File: src/rtl/bus_write_router.sv
// Routes posted writes through a DEPTH-entry FIFO to one of six targets via a one-hot strobe.
// Latency: a write accepted into an empty FIFO drives its strobe the very next cycle.
// Backpressure: WrAccept drops when the FIFO is full; a stalled head target blocks all later entries.
module bus_write_router #(
    parameter int DEPTH = 4,
    parameter int DW    = 256
) (
    input  logic          Clk,
    input  logic          nReset,
    input  logic          nWrite,
    input  logic [15:0]   address,
    input  logic [DW-1:0] DataIn,
    output logic          WrAccept,
    output logic [5:0]    WrEn,
    output logic [11:0]   WrAddr,
    output logic [DW-1:0] WrData,
    input  logic [5:0]    TgtReady,
    output logic          Busy,
    output logic          ErrUnmapped
);

    localparam int AW = (DEPTH > 1) ? $clog2(DEPTH) : 1;

    typedef enum logic {IDLE, ISSUE} state_t;

    typedef struct packed {
        logic [2:0]    code;
        logic [11:0]   off;
        logic [DW-1:0] dat;
    } ent_t;

    ent_t          mem [DEPTH];
    logic [AW-1:0] rd_ptr;
    logic [AW-1:0] wr_ptr;
    logic [AW-1:0] prev_ptr;
    logic [AW:0]   count;
    state_t        state;
    state_t        state_nxt;
    logic          accept;
    logic          mapped;
    logic          push;
    logic          pop;
    ent_t          head;
    ent_t          shown;

    // Acceptance depends only on the registered count, never on a same-cycle pop.
    assign WrAccept = (count < (AW+1)'(DEPTH));
    assign Busy     = (count != '0);
    assign accept   = !nWrite && WrAccept;
    assign mapped   = (address[15:12] <= 4'd5);
    assign push     = accept && mapped;
    assign head     = mem[rd_ptr];
    assign pop      = (state == ISSUE) && TgtReady[head.code];

    // When idle, the slot just behind the read pointer still holds the last
    // completed entry; it is only overwritten after DEPTH-1 further pushes,
    // by which point the FIFO is no longer idle.
    assign prev_ptr = rd_ptr - AW'(1);
    assign shown    = (state == ISSUE) ? head : mem[prev_ptr];
    assign WrAddr   = shown.off;
    assign WrData   = shown.dat;

    // FIFO storage and pointers; memory is cleared so idle outputs read zero after reset.
    always_ff @(posedge Clk or negedge nReset) begin
        if (!nReset) begin
            for (int i = 0; i < DEPTH; i++) mem[i] <= '0;
            rd_ptr <= '0;
            wr_ptr <= '0;
        end else begin
            if (push) begin
                mem[wr_ptr] <= '{code: address[14:12], off: address[11:0], dat: DataIn};
                wr_ptr      <= wr_ptr + AW'(1);
            end
            if (pop) rd_ptr <= rd_ptr + AW'(1);
        end
    end

    // Occupancy count; a simultaneous push and pop leaves it unchanged.
    always_ff @(posedge Clk or negedge nReset) begin
        if (!nReset) begin
            count <= '0;
        end else begin
            case ({push, pop})
                2'b10:   count <= count + (AW+1)'(1);
                2'b01:   count <= count - (AW+1)'(1);
                default: count <= count;
            endcase
        end
    end

    // Dropped write to an unmapped code is flagged for exactly the following cycle.
    always_ff @(posedge Clk or negedge nReset) begin
        if (!nReset) ErrUnmapped <= 1'b0;
        else         ErrUnmapped <= accept && !mapped;
    end

    // State register.
    always_ff @(posedge Clk or negedge nReset) begin
        if (!nReset) state <= IDLE;
        else         state <= state_nxt;
    end

    // Next state and target strobe.
    always_comb begin
        state_nxt = state;
        WrEn      = '0;
        case (state)
            IDLE: begin
                if (push) state_nxt = ISSUE;
            end
            ISSUE: begin
                WrEn[head.code] = 1'b1;
                if (pop && !push && count == (AW+1)'(1)) state_nxt = IDLE;
            end
            default: state_nxt = IDLE;
        endcase
    end

endmodule

File: config.mk
export PLATFORM = sky130hd
export DESIGN_NAME = bus_write_router
export DESIGN_NICKNAME = d
export VERILOG_FILES = /design/src/rtl/bus_write_router.sv
export SDC_FILE = /design/constraint.sdc
export NUM_CORES = 2
export LEC_CHECK = 0
export ABC_CLOCK_PERIOD_IN_PS = 2500
export BUFFER_PORTS_ARGS = -buffer_cell sky130_fd_sc_hd__buf_2
export CAP_MARGIN = 15
export CORE_UTILIZATION = 45
export CTS_CLUSTER_SIZE = 24
export DETAILED_ROUTE_END_ITERATION = 6
export MAX_ROUTING_LAYER = met4
export PLACE_DENSITY = 0.69
export SLEW_MARGIN = 20
export SYNTH_ARGS = -nofsm -noshare
export SYNTH_HDL_FRONTEND = slang
export SYNTH_SLANG_ARGS = --single-unit
File: constraint.sdc
create_clock -name Clk -period 2.5 [get_ports Clk]
set_input_delay 0 -clock Clk [delete_from_list [all_inputs] [get_ports Clk]]
set_output_delay 0 -clock Clk [all_outputs]
set_load 0.03 [all_outputs]
==> run metrics <==
# clock sinks=1,093; DRC viols=0; Post-synth EDFFs=0; failing checks=setup timing; pre-CTS WS=-17.10 ps; row cnt=126; # Max-Cap Violations=0; r2r setup slk=-190 ps; WP buf/inv=5; first-pass GRT wire length=271,500 µm; Max H-tree Level=3; CTS clk-pin slew, worst paths=70 ps; Leak=33.66 nW; Arr. time, crit path=2760 ps; Post-Syn Nets=4,558; Crit path max-delay family=buffers and inverters; initial antenna violation count=17; largest net degree at the start of global routing=around 100; post-synthesis sequential area ratio=0.5074; top cells by count, synth=dfrtp_1, mux2_1, o22ai_1, a21oi_1; all-layer global routing usage=0.2934; Slew Limit Fails=0; Core Region=around 0.12 mm²; RSZ-0062 raised after global routing=true; FFs w/ async S/R, synth=1.000; worst rel slew slack=0.6054; Setup WS post-layout=-260.5 ps; leading area contributor after synthesis=dfrtp_1; WL per Instance=27.84 µm; CP max FO=8; clk_skew=24.41 ps; synth unique cells=36; Avg Vias per Cell=6.406; YS warnings=0; Die Area=0.1212 mm²; pwr dens=1708 mW/mm²; critical path required time=roughly 2500 ps; Inserted Clock Buffers=118; DP HPWL=between 90,000 and 100,000 µm; post-synthesis cell area=approximately 0.054 mm²; Die Height=348.1 µm; Final Setup Violations=about 280; Cells after Synth=4,268; CP max stage delay=510 ps; RD Place Congestion=between 0.8 and 0.9; final wirelength=192,400 µm; GR Overflow Total=0; worst skew pair latency=720 ps; type of origin of the critical path=flip-flop; count of final hold-check violations=0; CP Capture Type=output port; synth-to-layout area growth=38.21%; share of post-route cells with drive strength above 1=0.3497; DRT iter0 DRCs=3,768; post-route ant nets=0; synth top area cells=dfrtp_1, mux2_1, o22ai_1, mux2_2, o221ai_1; # IOs=558; outcome=finished with violations; Yosys top cell area share=0.5074; Vias=44.28k; Synth Flop Type=dfrtp_1; CP max-delay cell=dfrtp_4; DR pass1 iterations=6; top-count cell post-synth=dfrtp_1; min cycle time layout=approximately 2800 ps; fmax=0.3623 GHz; nets=5,480; Starting Density=0.4553; root buffer cell=clkbuf_16; DIE WIDTH=348.1 µm; Mapped Avg Cell Area=approximately 13 µm²; vias in the first global route=44.96k; I/O Buffers=557; Tightest Hold Check Type=input port to flip-flop; Max VDD drop=0.001476 V; Worst Max-Slew Pin Slew=about 600 ps; CP cell instances=buf_12, or2_4, buf_12, clkbuf_16, clkbuf_16, o22ai_1, o21a_1, a21oi_1, buf_4; final clock period utilization by the worst path=1.104; Max Buffers Root-to-Sink=3; total negative slack=-40,450 ps; Setup CP Type=flip-flop to output port; Yosys reg bits=between 1k and 1.5k; TritonCTS clock tree=yes
[power breakdown]
part           internal, W  total [W]  leakage (nW)  switching (W)
Combinational       0.0345     0.0761          17.4         0.0416
Clock               0.0119     0.0195          2.15        0.00767
Sequential          0.0257     0.0316          14.1        0.00586
[state kept, by name (all words and copies together) (netlist names)]
register and cells:
count 3, mem 1084, ErrUnmapped 1, state 1, wr_ptr 2, rd_ptr 2
[placed cells by master (no fill, tap or decap), types with 12 or more instances in the layout]
cell type,synthesis,final
a21oi_1,270,130
a21oi_2,0,134
buf_12,0,86
buf_16,0,60
buf_2,158,297
buf_4,1,266
buf_6,1,148
bufbuf_16,0,13
bufinv_16,0,23
clkbuf_1,228,19
clkbuf_16,0,169
clkbuf_8,0,25
clkinv_2,0,25
dfrtp_1,1093,1090
diode_2,0,21
dlygate4sd3_1,0,281
mux2_1,1084,1084
mux2_2,268,257
mux2_4,1,12
o21a_1,267,267
o221ai_1,268,197
o221ai_2,0,71
o22ai_1,534,337
o22ai_2,0,169
o22ai_4,0,28
[final cells by class]
| class | instances | area, µm² |
|---|---|---|
| multi-input combinational | 2750 | 27440 |
| timing repair buffer | 1218 | 13220 |
| fill | 8388 | 43890 |
| tap | 1600 | 2002 |
| sequential | 1093 | 27360 |
| clock inverter | 58 | 964.7 |
| inverter | 8 | 56.30 |
| clock buffer | 163 | 3393 |
| antenna | 21 | 52.55 |
| timing repair inverter | 1 | 11.26 |
[what timing repair did]
item | CTS | global route
setup buffers | 37 | 68
hold endpoints to repair | 2183 | 0
cloned | 40 | 59
hold buffers | 282 | 0
gates resized for setup | 417 | 663
endpoints found under the setup margin | 271 | 277
pin swaps | 6 | 91
[stage by stage]
| stage | power (W) | hold WS, ps | util | instances | area, µm² |
|---|---|---|---|---|---|
| after CTS | 0.1147 | 9.545 | 0.5894 | 6774 | 69780 |
| after global routing | 0.1322 | 57.94 | 0.6292 | 6908 | 74490 |
| after global placement | 0.08423 | 22.70 | 0.5023 | 6196 | 59470 |
| after floorplan | 0.06761 | -295.6 | - | 4268 | 53910 |
| final | 0.1272 | 69.48 | 0.6293 | 6912 | 74500 |
| after detailed placement | 0.08572 | 30.33 | 0.5023 | 6196 | 59470 |
[final timing paths]
check | startpoint | endpoint | depth (start not counted)
max | rd_ptr[1] | WrData[211] | 9
max in group asynchronous | nReset | mem[803] | 3
min in group asynchronous | nReset | mem[329] | 3
min reg2reg | mem[920] | mem[920] | 1
min | DataIn[68] | mem[68] | 3
max reg2reg | rd_ptr[0] | count[2] | 10
[kinds of logic (layout without fill, tap and decap cells)]
kind of cell,Yosys count,count (layout),synth area share
other,0,21,0
muxes,1359,1359,0.2845
buffers and inverters,425,1448,0.03347
xor gates and xnor gates,6,6,0.0009748
DFF,1093,1093,0.5074
adders and majority gates,9,9,0.002089
and+or+nand+nor,31,31,0.003017
AOI/OAI and AO/OA,1345,1345,0.1686
[routing by layer]
layer	up-vias	track usage	part of all wire
met5	-	-	0
met4	0	0.1233	0.044
met3	587	0.04679	0.079
met2	2295	0.4721	0.48
met1	22930	0.3677	0.39
li1	18470	-	-
[worst register-to-register path, stage by stage, from the launching register on]
cell       delay (ps)
dfrtp_4           520
buf_12            150
buf_8             120
mux4_2            510
mux2_4            330
a2bb2oi_2         140
and3_4            190
ha_4              170
mux2i_1           120
nor2_1            190
xnor2_1           160
No activity file was read; power rests on OpenSTA's default activity.
